==> src/rtl/serial_load_controller_pkg.sv <==
// Shared types for the serial grid loader: FSM state encoding and counter sizing.
package loader_pkg;

  typedef enum logic [1:0] {
    IDLE    = 2'd0,
    LOADING = 2'd1,
    READY   = 2'd2,
    RUNNING = 2'd3
  } state_t;

  // Holds 0..data_size+1 so an over-long frame saturates one past a full grid.
  function automatic int bit_cnt_width(input int data_size);
    return $clog2(data_size + 2);
  endfunction

endpackage

==> src/rtl/serial_load_controller_sync_edge_detect.sv <==
// Multi-flop synchronizer for one asynchronous wire, with a rising-edge pulse
// derived from the synchronized level.
module sync_edge_detect #(
  parameter int sync_stages = 2
) (
  input  logic CLK,
  input  logic RESET,
  input  logic D,
  output logic Q,
  output logic RISE
);

  logic [sync_stages-1:0] sync_r;
  logic                   prev_r;

  // Synchronizer chain plus a one-cycle delayed copy of the synced level.
  always_ff @(posedge CLK or posedge RESET) begin
    if (RESET) begin
      sync_r <= '0;
      prev_r <= 1'b0;
    end else begin
      sync_r <= {sync_r[sync_stages-2:0], D};
      prev_r <= sync_r[sync_stages-1];
    end
  end

  assign Q    = sync_r[sync_stages-1];
  assign RISE = Q & ~prev_r;

endmodule

==> src/rtl/serial_load_controller.sv <==
// Receives a serial grid image into system_memory_v2 via LOAD_MODE shifts, checks
// the frame length, then paces generations with periodic RUN_MODE strobes.
module serial_load_controller
  import loader_pkg::*;
#(
  parameter int data_size   = 64,
  parameter int sync_stages = 2,
  parameter int gen_period  = 1000000,
  parameter int gen_width   = 16
) (
  input  logic                 CLK,
  input  logic                 RESET,
  input  logic                 SER_CLK,
  input  logic                 SER_DATA,
  input  logic                 SER_FRAME_N,
  input  logic                 RUN_REQ,
  input  logic                 HALT_REQ,
  output logic                 SERIAL_IN,
  output logic                 LOAD_MODE,
  output logic                 RUN_MODE,
  output logic                 LOADED,
  output logic                 FRAME_ERR,
  output logic [gen_width-1:0] GEN_COUNT,
  output logic [1:0]           STATE
);

  localparam int CW = bit_cnt_width(data_size);
  localparam int PW = (gen_period > 2) ? $clog2(gen_period) : 1;
  localparam logic [CW-1:0] FULL_CNT    = CW'(data_size);
  localparam logic [CW-1:0] SAT_CNT     = CW'(data_size + 1);
  localparam logic [PW-1:0] LAST_PERIOD = PW'(gen_period - 1);

  state_t                 state_r, state_nxt_s;
  logic [sync_stages-1:0] data_sync_r;
  logic [CW-1:0]          bit_cnt_r;
  logic [PW-1:0]          period_cnt_r;
  logic [gen_width-1:0]   gen_count_r;
  logic                   load_mode_r, serial_in_r, run_mode_r, loaded_r, frame_err_r;
  logic                   frame_s, clk_rise_s;
  logic                   frame_rise_unused, clk_level_unused, unused_s;
  logic                   shift_s, tick_s, enter_load_s, load_ok_s, load_bad_s;

  sync_edge_detect #(.sync_stages(sync_stages)) u_clk_sync (
    .CLK  (CLK),
    .RESET(RESET),
    .D    (SER_CLK),
    .Q    (clk_level_unused),
    .RISE (clk_rise_s)
  );

  // Frame is synchronized active-high so the cleared synchronizer reads "no frame".
  sync_edge_detect #(.sync_stages(sync_stages)) u_frame_sync (
    .CLK  (CLK),
    .RESET(RESET),
    .D    (~SER_FRAME_N),
    .Q    (frame_s),
    .RISE (frame_rise_unused)
  );

  assign unused_s = frame_rise_unused ^ clk_level_unused;

  // Data synchronizer, same depth as the clock path so bit and edge stay aligned.
  always_ff @(posedge CLK or posedge RESET) begin
    if (RESET) begin
      data_sync_r <= '0;
    end else begin
      data_sync_r <= {data_sync_r[sync_stages-2:0], SER_DATA};
    end
  end

  // FSM state register.
  always_ff @(posedge CLK or posedge RESET) begin
    if (RESET) begin
      state_r <= IDLE;
    end else begin
      state_r <= state_nxt_s;
    end
  end

  // FSM next-state logic; frame start wins over RUN_REQ in READY.
  always_comb begin
    state_nxt_s = state_r;
    case (state_r)
      IDLE: begin
        if (frame_s) state_nxt_s = LOADING;
        else         state_nxt_s = IDLE;
      end
      LOADING: begin
        if (frame_s)                    state_nxt_s = LOADING;
        else if (bit_cnt_r == FULL_CNT) state_nxt_s = READY;
        else                            state_nxt_s = IDLE;
      end
      READY: begin
        if (frame_s)      state_nxt_s = LOADING;
        else if (RUN_REQ) state_nxt_s = RUNNING;
        else              state_nxt_s = READY;
      end
      RUNNING: begin
        if (HALT_REQ) state_nxt_s = READY;
        else          state_nxt_s = RUNNING;
      end
      default: state_nxt_s = IDLE;
    endcase
  end

  // FSM output decode feeding the registered outputs and counters.
  always_comb begin
    shift_s      = 1'b0;
    tick_s       = 1'b0;
    enter_load_s = 1'b0;
    load_ok_s    = 1'b0;
    load_bad_s   = 1'b0;
    case (state_r)
      IDLE, READY: begin
        enter_load_s = (state_nxt_s == LOADING);
      end
      LOADING: begin
        shift_s    = frame_s & clk_rise_s;
        load_ok_s  = (state_nxt_s == READY);
        load_bad_s = (state_nxt_s == IDLE);
      end
      RUNNING: begin
        tick_s = ~HALT_REQ & (period_cnt_r == LAST_PERIOD);
      end
      default: begin
        shift_s = 1'b0;
      end
    endcase
  end

  // Registered outputs and counters.
  always_ff @(posedge CLK or posedge RESET) begin
    if (RESET) begin
      load_mode_r  <= 1'b0;
      serial_in_r  <= 1'b0;
      run_mode_r   <= 1'b0;
      loaded_r     <= 1'b0;
      frame_err_r  <= 1'b0;
      bit_cnt_r    <= '0;
      period_cnt_r <= '0;
      gen_count_r  <= '0;
    end else begin
      load_mode_r <= shift_s;
      serial_in_r <= data_sync_r[sync_stages-1];
      run_mode_r  <= tick_s;

      if (enter_load_s)                          bit_cnt_r <= '0;
      else if (shift_s && (bit_cnt_r != SAT_CNT)) bit_cnt_r <= bit_cnt_r + 1'b1;

      if ((state_r == RUNNING) && !HALT_REQ) period_cnt_r <= tick_s ? '0 : period_cnt_r + 1'b1;
      else                                   period_cnt_r <= '0;

      if (enter_load_s) gen_count_r <= '0;
      else if (tick_s)  gen_count_r <= gen_count_r + 1'b1;

      if (enter_load_s)   loaded_r <= 1'b0;
      else if (load_ok_s) loaded_r <= 1'b1;

      if (enter_load_s)    frame_err_r <= 1'b0;
      else if (load_bad_s) frame_err_r <= 1'b1;
    end
  end

  assign SERIAL_IN = serial_in_r;
  assign LOAD_MODE = load_mode_r;
  assign RUN_MODE  = run_mode_r;
  assign LOADED    = loaded_r;
  assign FRAME_ERR = frame_err_r;
  assign GEN_COUNT = gen_count_r;
  assign STATE     = state_r;

endmodule

==> config.mk <==
export PLATFORM = sky130hd
export DESIGN_NAME = serial_load_controller
export DESIGN_NICKNAME = d
export VERILOG_FILES = /design/src/rtl/serial_load_controller_pkg.sv /design/src/rtl/serial_load_controller_sync_edge_detect.sv /design/src/rtl/serial_load_controller.sv
export SDC_FILE = /design/constraint.sdc
export NUM_CORES = 1
export LEC_CHECK = 0
export ABC_AREA = 1
export ABC_CLOCK_PERIOD_IN_PS = 5500
export BUFFER_PORTS_ARGS = -buffer_cell sky130_fd_sc_hd__buf_4
export CORE_UTILIZATION = 60
export CTS_BUF_LIST = sky130_fd_sc_hd__clkbuf_4 sky130_fd_sc_hd__clkbuf_8
export DETAILED_ROUTE_END_ITERATION = 12
export GPL_TIMING_DRIVEN = 1
export PLACE_DENSITY = 0.88
export RECOVER_POWER = 25
export SLEW_MARGIN = 20
export SYNTH_ARGS = -nofsm -noshare
export SYNTH_HDL_FRONTEND = slang
export SYNTH_SLANG_ARGS = --single-unit
==> constraint.sdc <==
create_clock -name CLK -period 5.5 [get_ports CLK]
set_input_delay 1.1 -clock CLK [delete_from_list [all_inputs] [get_ports CLK]]
set_output_delay 1.1 -clock CLK [all_outputs]
set_load 0.005 [all_outputs]
; ---- Word-level counts from Yosys, hierarchy flattened
; Cells that the tools add are included.
; Widths: inputs -> output; s select.
[totals]
romBits = 0
elab_cells = 62
out_inout_bits = 23
latchBits = 0
n_memories = 0
ff_bits = 57
ramBits = 0
inputBits = 7
[classes]
reduce_logical = 10
shift = 0
bitwise = 6
mul = 0
n_div = 0
n_mux = 22
magnitude_cmp = 0
addsub = 3
eq_ne = 8
[ops]
columns = operator, n
row1 = $mux 20, 2
row2 = $mux 16, 2
row3 = $add 20x1->20 const B, 1
row4 = $eq 20x20->1 const B, 1
row5 = $add 16x1->16 const B, 1
row6 = $mux 7, 2
row7 = $mux 1, 12
row8 = $pmux 2 s4, 1
row9 = $reduce_bool 2->1, 4
row10 = $add 7x1->7 const B, 1
row11 = $eq 7x7->1 const B, 1
row12 = $ne 7x7->1 const B, 1
row13 = $eq 2x2->1 const B, 3
row14 = $mux 2, 3
row15 = $eq 2x1->1 const B, 2
row16 = $logic_not 2->1, 2
row17 = $and 1x1->1, 3
row18 = $not 1->1, 3
row19 = $logic_and 1x1->1, 2
row20 = $reduce_or 2->1, 1
row21 = $logic_not 1->1, 1

; ---- Logic depth before layout (Yosys ltp)
; Gate-level depths: netlist of run 1.
[logic_depth]
word_depth = 8
ltp_mapped = 10

; ---- By module
; From an unflattened synthesis of run 1, not the netlist that was laid out.
[unflattened]
hier_cells = 440
area_unflattened_um2 = 3280.6
[by_module_without_submodules]
columns = module, seq_area_each_um2, area_each_um2, n_inst, cells_each
row1 = serial_load_controller, 1301.2, 3103.0, 1, 428
row2 = sync_edge_detect, 75.1, 88.8, 2, 6

; ---- Least setup slack after synthesis of run 1
; No wires, ideal clock.
[synth_path]
path_kind = input to register
start = in HALT_REQ
end = reg period_cnt_r[14]
slack_ns = 3.576
path_stages = 8
t_arrival_ns = 1.804
setup_time_ns = 0.121
path_buffers = 0
required_time_ns = 5.379
cell_sequence = nor2_8 -> nand2_2 -> nor2_8 -> nand2_8 -> nand2_8 -> inv_4 -> nand2_1 -> nor2_1
[synth_between]
elab_chain_cells = 5
elab_cells_between_ends = 7
[synth_rtl]
columns = item, line
row1 = "start, declared", serial_load_controller.sv:17  ; input logic HALT_REQ,
row2 = $not 1->1, serial_load_controller.sv:123  ; tick_s = ~HALT_REQ & (period_cnt_r == LAST_PERIOD);
row3 = $and 1x1->1, serial_load_controller.sv:123
row4 = $mux 1, serial_load_controller.sv:113  ; case (state_r)
row5 = $mux 20, serial_load_controller.sv:150  ; if ((state_r == RUNNING) && !HALT_REQ) period_cnt_r <= tick_s ? '0 : period_cnt_r + 1'b1;
row6 = $mux 20 (*), serial_load_controller.sv:150
row7 = "end signal, assigned", serial_load_controller.sv:150
row8 = "end, declared", serial_load_controller.sv:36  ; logic [PW-1:0] period_cnt_r;
; Mark *: on every way between the ends. The rest lies on a longest branch, timed or not.
; A chain may end at the register's enable or synchronous reset.

; ---- Final worst setup path of run 1
[layout_path]
start = in HALT_REQ
end = reg gen_count_r[1], in the netlist GEN_COUNT[1]
[layout_between]
elab_cells_between_ends = 9
[layout_rtl]
columns = item, line
row1 = $not 1->1, serial_load_controller.sv:123
row2 = $and 1x1->1, serial_load_controller.sv:123
row3 = $mux 1, serial_load_controller.sv:113
row4 = via tick_s, serial_load_controller.sv:41  ; logic shift_s, tick_s, enter_load_s, load_ok_s, load_bad_s;
row5 = $reduce_bool 2->1 (no line), -
row6 = "end signal, assigned", serial_load_controller.sv:154  ; else if (tick_s) gen_count_r <= gen_count_r + 1'b1;
row7 = "end, declared", serial_load_controller.sv:37  ; logic [gen_width-1:0] gen_count_r;
; The timed path passes the listed nets, and every way through them passes these cells.

==> results of run 1 <==
==> synth_stat cells, types with 2 or more instances <==
library cell / instances / area, sq um
nor2_1: 78 / 293
nor3b_1: 2 / 15.0
nor2_8: 2 / 40.0
nand2_4: 2 / 22.5
o21ai_1: 3 / 15.0
nand3_1: 43 / 215
o21ai_0: 7 / 35.0
nor3_1: 10 / 50.1
nand2_1: 98 / 368
xor2_1: 10 / 87.6
nand2_2: 2 / 12.5
nor3b_2: 2 / 25.0
nand2_8: 2 / 40.0
inv_2: 6 / 22.5
nor2_2: 4 / 25.0
nand4_1: 20 / 125
ha_1: 5 / 62.6
o31ai_1: 2 / 15.0
and2_4: 2 / 17.5
buf_2: 3 / 15.0
dfrtp_1: 57 / 1430
inv_1: 56 / 210
nor2_4: 4 / 45.0
a21oi_1: 7 / 35.0
==> worst max-delay path, delay by kind of cell <==
| kind | cells | cell delay (ps) |
|---|---|---|
| compound gates | 1 | 110 |
| buf+inv | 2 | 420 |
| simple gates | 4 | 870 |
==> registers in the layout, summed over array words and instances, names as in the netlist <==
signal               cells
STATE                    2
bit_cnt_r                7
period_cnt_r            20
FRAME_ERR                1
RUN_MODE                 1
LOADED                   1
u_clk_sync.prev_r        1
u_frame_sync.sync_r      2
SERIAL_IN                1
GEN_COUNT               16
u_clk_sync.sync_r        2
data_sync_r              2
LOAD_MODE                1
==> area by class of cell <==
type	count	area [sq um]	area share [%]
multi-input cells	310	1580	42.2
clock buffers	11	151	4.06
inverters	63	239	6.40
well taps	70	87.6	2.35
clock inverters	5	30.0	0.805
repair buffers	30	221	5.93
flip-flops and latches	57	1430	38.2
==> stage by stage <==
step	instances	area, sq um	setup slack, ps	utilization (%)	power [W]
6_report	546	3730	3270	71.7	0.000814
5_1_grt	546	3730	3150	71.7	0.000843
4_1_cts	546	3750	3370	72.1	0.000820
3_5_place_dp	530	3570	3320	68.6	0.000465
3_3_place_gp	530	3570	3350	68.6	0.000464
2_1_floorplan	435	3300	3000	-	0.000452
==> logic make-up (layout without fill, tap and decap cells) <==
| family | Yosys count | count (layout) |
|---|---|---|
| AO/OA/AOI/OAI | 21 | 21 |
| XOR/XNOR | 11 | 11 |
| adder cells (fa/ha/maj) | 5 | 5 |
| buffers and inverters | 68 | 109 |
| flip-flops | 57 | 57 |
| AND/OR/NAND/NOR | 273 | 273 |
==> power by group <==
| group | switching, W | internal, W | leakage (nW) | total (W) |
|---|---|---|---|---|
| registers | 0.00000368 | 0.000425 | 0.772 | 0.000428 |
| logic | 0.0000190 | 0.00000832 | 0.941 | 0.0000274 |
| clock network | 0.000173 | 0.000185 | 0.0911 | 0.000358 |
==> path summary, 6_finish.rpt <==
path	start	slack, ps	endpoint
max in group asynchronous	RESET	4070	bit_cnt_r[5]
setup reg to reg	STATE[0]	3350	bit_cnt_r[6]
min in group asynchronous	RESET	960	period_cnt_r[17]
hold reg to reg	data_sync_r[0]	350	data_sync_r[1]
hold / removal	data_sync_r[0]	350	data_sync_r[1]
setup / recovery	HALT_REQ	3270	GEN_COUNT[1]
==> routing by layer <==
metal,vias up,track usage [%]
met5,-,0
met4,0,13.7
met3,26,6.23
met2,116,45.8
met1,1407,33.6
li1,1461,-
==> PnR_summary.wiki, run 1 <==
{| class="wikitable"
! Metric !! Value
|-
| Result of the run || finished clean
|-
| Final HPWL from detailed placement || a little over 5000 um
|-
| Max layer used || met4
|-
| Post-Synth XOR/XNOR Area || 2.92%
|-
| Peak ir drop on the vdd network || approximately 0.27 mV
|-
| Netlist area before placement || 3300 sq um
|-
| Hold path depth || 0
|-
| Share of cells above drive strength 1 || approximately 15%
|-
| Number of library cell types mapped by synthesis || 32
|-
| Number of max-capacitance violations reported || 0
|-
| Initial antenna violation count || 0
|-
| Element type at the critical path end || flop
|-
| Post-cts hold buffer count || 0
|-
| Via count of the first global-routing pass || roughly 2.8k
|-
| Cells after synthesis || between 400 and 500
|-
| Slew headroom || between 40% and 50%
|-
| Mean post-synth cell area || around 7.6 sq um
|-
| Routed WL per cell || approximately 13 um
|-
| Die Span X || about 76 um
|-
| Multiplexer share of the synthesized area || 0%
|-
| CP max stage cell || nor2_1
|-
| Leading cell types in the layout, fill and taps excluded || 98 x nand2_1, 79 x nor2_1, 57 x dfrtp_1, 57 x inv_1, 43 x nand3_1
|-
| Fill count || between 400 and 500
|-
| Actual transition at the worst max-transition pin || 843 ps
|-
| Antenna Diode Count || 0
|-
| Layout overhead on the synthesized area || 13.2%
|-
| Final count of hold timing violations || 0
|-
| Crit path max fanout || 9
|-
| Detailed-routing iteration count for the pre-antenna-repair pass || 5
|-
| Area of the core || 5200 sq um
|-
| Fraction of the mapped netlist area in simple logic gates || roughly two fifths
|-
| Aggregate routed wire length || ~7300 um
|-
| Starting Density || 63.3%
|-
| Flip-flop and latch count after synthesis || 57
|-
| First-pass GRT wire length || roughly 13000 um
|-
| Chain of cells forming the critical path || clkbuf_1 -> nor2_1 -> inv_1 -> nor2_4 -> and2_4 -> nand2_1 -> a21oi_1
|-
| CTS H-Tree Depth || 3
|-
| Dominant combinational cell family by area after synthesis || simple AND/OR/NAND/NOR gates
|-
| Setup repair after global routing missed its margin || no
|-
| Ports placed on the boundary || 30
|-
| Total number of vias || around 3k
|-
| Area fraction in compound gates after synthesis || ~3.5%
|-
| Worst skew pair latency || ~340 ps
|-
| Standard-cell row count || 26
|-
| Metal2 WL || around 3600 um
|-
| Post-synth EDFFs || 0
|-
| Maximum clock rate || ~0.45 GHz
|-
| Required time at the worst-slack endpoint || 5770 ps
|-
| Minimum clock period after layout || 2230 ps
|-
| Routed wl met3 || ~410 um
|-
| Most used flip-flop cell after synthesis || dfrtp_1
|-
| Net Count, Synth || 447
|-
| Maximum root-to-sink buffer count || 2
|-
| DRT iter0 DRCs || slightly below 300
|-
| Longest individual stage delay on the worst path || 410 ps
|-
| Number of clock sinks seen by CTS || 57
|-
| Fin nets || about 480
|-
| Data arrival at the endpoint of the critical path || 2500 ps
|-
| Worst setup path category || in2reg
|-
| Clk_skew || about 12 ps
|-
| Reg clk slew, reported paths || 70 ps
|-
| Final count of negative-setup-slack endpoints || 0
|-
| FFs w/ async S/R, synth || 100%
|-
| Pin count of the biggest net entering global routing || between 50 and 60
|-
| Min Hold Slack || 346 ps
|-
| Setup Buffers After CTS || 0
|-
| Grt total ovfl || 0
|-
| Root Buffer || clkbuf_8
|-
| ANT nets after route || 0
|-
| Number of CTS-inserted buffers || 9
|-
| Pins Over Slew Limit || 0
|-
| Yosys Warn Count || 0
|-
| Static Leakage || between 1.5 and 2 nW
|-
| Number of instances resized during post-cts repair || 0
|-
| CTS tree || built
|-
| Worst hold-check path type || reg2reg
|-
| Overall global routing resource usage || roughly 27%
|-
| Detailed-route DRC error count || 0
|-
| Portion of the clock cycle consumed by the worst path in the final layout || 40.6%
|-
| Number of port buffers || 29
|-
| Routability Congestion || around 1
|-
| Wire length on met1 || 3050 um
|-
| Kind of start point of the critical path || primary input
|-
| Synth Area in Adders || 1.90%
|-
| Total Die Area || roughly 5800 sq um
|-
| Number of cell instances on the worst register-to-register path || 4
|-
| Most frequent standard cell in the layout excluding fill and tap cells || nand2_1
|-
| Vias per inst || ~5.5
|-
| Sequential area share after synthesis || between 40% and 50%
|-
| Sum Neg Setup Slack || 0 ps
|-
| Power density of the placed cells || roughly 220 nW/um^2
|-
| Die extent in y || 76.1 um
|}
Note: power is estimated with default switching activity, not from simulation.
==> run 2: changes to the inputs <==
--- a/config.mk
+++ b/config.mk
@@ -6,13 +6,13 @@
 export NUM_CORES = 1
 export LEC_CHECK = 0
 export ABC_AREA = 1
-export ABC_CLOCK_PERIOD_IN_PS = 5500
+export ABC_CLOCK_PERIOD_IN_PS = 1830
 export BUFFER_PORTS_ARGS = -buffer_cell sky130_fd_sc_hd__buf_4
-export CORE_UTILIZATION = 60
+export CORE_UTILIZATION = 56
 export CTS_BUF_LIST = sky130_fd_sc_hd__clkbuf_4 sky130_fd_sc_hd__clkbuf_8
 export DETAILED_ROUTE_END_ITERATION = 12
 export GPL_TIMING_DRIVEN = 1
-export PLACE_DENSITY = 0.88
+export PLACE_DENSITY = 0.87
 export RECOVER_POWER = 25
 export SLEW_MARGIN = 20
 export SYNTH_ARGS = -nofsm -noshare
==> constraint.sdc (replaced) <==
create_clock -name CLK -period 1.83 [get_ports CLK]
set_input_delay 0.366 -clock CLK [delete_from_list [all_inputs] [get_ports CLK]]
set_output_delay 0.366 -clock CLK [all_outputs]
set_load 0.005 [all_outputs]
==> run 2 against run 1 <==
Worst setup slack got worse by 3100 ps. Sequential share of layout area fell by 0.72 points. Non-clock buffer count rose by 3. Critical endpoint is now GEN_COUNT[5]. Wire length fell by 0.47%. Flip-flop and latch count did not move. Combinational power rose to 3.2 times the previous value. Worst hold slack got worse by 190 ps. Die area rose by 7.0%. First-iteration DRC count fell by 39%. Register-to-register slack got worse by 3200 ps.
==> PnR_summary.wiki, run 2 (synthesized netlist as in run 1, its figures left out) <==
{| class="wikitable"
! Metric !! Value
|-
| Via count of the first global-routing pass || 2924
|-
| Min Hold Slack || between 150 and 200 ps
|-
| Layout overhead on the synthesized area || 15.4%
|-
| Result of the run || finished clean
|-
| DRT iter0 DRCs || roughly 180
|-
| Fin nets || a little under 500
|-
| Die Span X || just under 80 um
|-
| Largest register FFs || 20
|-
| Pin count of the biggest net entering global routing || between 50 and 60
|-
| Total Die Area || about 6200 sq um
|-
| Crit path max fanout || 7
|-
| Grt total ovfl || 0
|-
| Largest register by flop count || period_cnt_r
|-
| Required time at the worst-slack endpoint || approximately 2000 ps
|-
| Antenna Diode Count || 0
|-
| Number of clock sinks seen by CTS || between 50 and 60
|-
| Overall global routing resource usage || a little over a quarter
|-
| Worst setup path category || reg2reg
|-
| Area of the core || roughly 5600 sq um
|-
| Share of cells above drive strength 1 || between 10% and 20%
|-
| Clk_skew || approximately 10 ps
|-
| Element type at the critical path end || flop
|-
| Number of port buffers || 29
|-
| Number of instances resized during post-cts repair || 0
|-
| Kind of start point of the critical path || flop
|-
| Setup repair after global routing missed its margin || no
|-
| First-pass GRT wire length || 12600 um
|-
| Actual transition at the worst max-transition pin || 1380 ps
|-
| ANT nets after route || 0
|-
| Final core utilization || approximately two thirds
|-
| Die extent in y || between 70 and 80 um
|-
| Pins Over Slew Limit || 0
|-
| Static Leakage || roughly 1.9 nW
|-
| Root Buffer || clkbuf_8
|-
| Ports placed on the boundary || 30
|-
| Most frequent standard cell in the layout excluding fill and tap cells || nand2_1
|-
| Slew headroom || approximately 8%
|-
| Worst skew pair latency || 340 ps
|-
| Starting Density || approximately three fifths
|-
| Routability Congestion || 0.899
|-
| CTS H-Tree Depth || 3
|-
| Total number of vias || slightly below 3k
|-
| Final HPWL from detailed placement || 5290 um
|-
| Leading cell types in the layout, fill and taps excluded || 98 x nand2_1, 78 x nor2_1, 57 x dfrtp_1, 56 x inv_1, 43 x nand3_1
|-
| Standard-cell row count || 27
|-
| Number of CTS-inserted buffers || 9
|-
| Vias per inst || 5.36
|-
| Sum Neg Setup Slack || 0 ps
|-
| Detailed-route DRC error count || 0
|-
| Maximum root-to-sink buffer count || 2
|-
| Reg clk slew, reported paths || approximately 70 ps
|-
| Aggregate routed wire length || 7250 um
|-
| Initial antenna violation count || 0
|-
| Final count of negative-setup-slack endpoints || 0
|-
| Fill count || approximately 470
|-
| Routed WL per cell || ~13 um
|-
| Final count of hold timing violations || 0
|-
| CTS tree || built
|-
| Maximum clock rate || about 0.6 GHz
|-
| Detailed-routing iteration count for the pre-antenna-repair pass || 5
|-
| Minimum clock period after layout || 1640 ps
|-
| Portion of the clock cycle consumed by the worst path in the final layout || roughly 90%
|-
| Worst hold-check path type || in2reg
|-
| Number of max-capacitance violations reported || 0
|-
| Data arrival at the endpoint of the critical path || ~1900 ps
|-
| Peak ir drop on the vdd network || 0.609 mV
|-
| Power density of the placed cells || between 600 and 700 nW/um^2
|}
## run 2: layer usage
layer  vias to the layer above  global-route usage (%)  share of wire (%)
li1                       1467                       -                  -
met1                      1391                    31.6                 42
met2                        79                    44.0                 52
met3                        16                    6.90                4.6
met4                         0                    13.1                1.8
met5                         -                       0                  0
## run 2: path summary, 6_finish.rpt
path                                        start                endpoint  slack (ps)  cells past startpoint
setup / recovery                  period_cnt_r[0]            GEN_COUNT[5]         190                      9
hold / removal                           SER_DATA          data_sync_r[0]         160                      1
setup reg to reg                  period_cnt_r[0]            GEN_COUNT[5]         190                      9
hold reg to reg            u_frame_sync.sync_r[0]  u_frame_sync.sync_r[1]         350                      0
max in group asynchronous                   RESET           GEN_COUNT[10]         510                      3
min in group asynchronous                   RESET          data_sync_r[0]         500                      3
## run 2: layout make-up
type / count / area, sq um / area share, %
inverter: 63 / 239 / 6.28
sequential: 57 / 1430 / 37.5
clock inverter: 4 / 51.3 / 1.35
clock buffer: 12 / 159 / 4.18
timing repair buffer: 33 / 245 / 6.45
multi-input combinational: 310 / 1590 / 41.9
tap: 72 / 90.1 / 2.37
## run 2: worst max-delay path: stages (launching register included)
cell and delay, ps:
dfrtp_1 370, ha_1 190, nand2_1 90, nor2_2 220, nand3_1 100, nor2_1 120, nand4_1 100, buf_4 180
nand3_1 90, nand2_1 80
## run 2: repair_timing
action	in CTS	in global routing
buffers inserted	0	1
setup endpoints to repair	0	5
hold buffers	0	0
## run 2: metrics by stage
step	area [sq um]	cells	total power, W	setup WS (ps)
final	3800	551	0.00259	185
after global routing	3800	551	0.00270	32.5
after CTS	3810	550	0.00263	82.7
after detailed placement	3600	534	0.00140	136
after global placement	3600	534	0.00140	247
after floorplan	3300	435	0.00136	64.4
## run 2: power by group
part	switching [W]	internal, W
registers	0.0000106	0.00128
clock network	0.000497	0.000718
logic	0.0000597	0.0000267
total	0.000567	0.00202
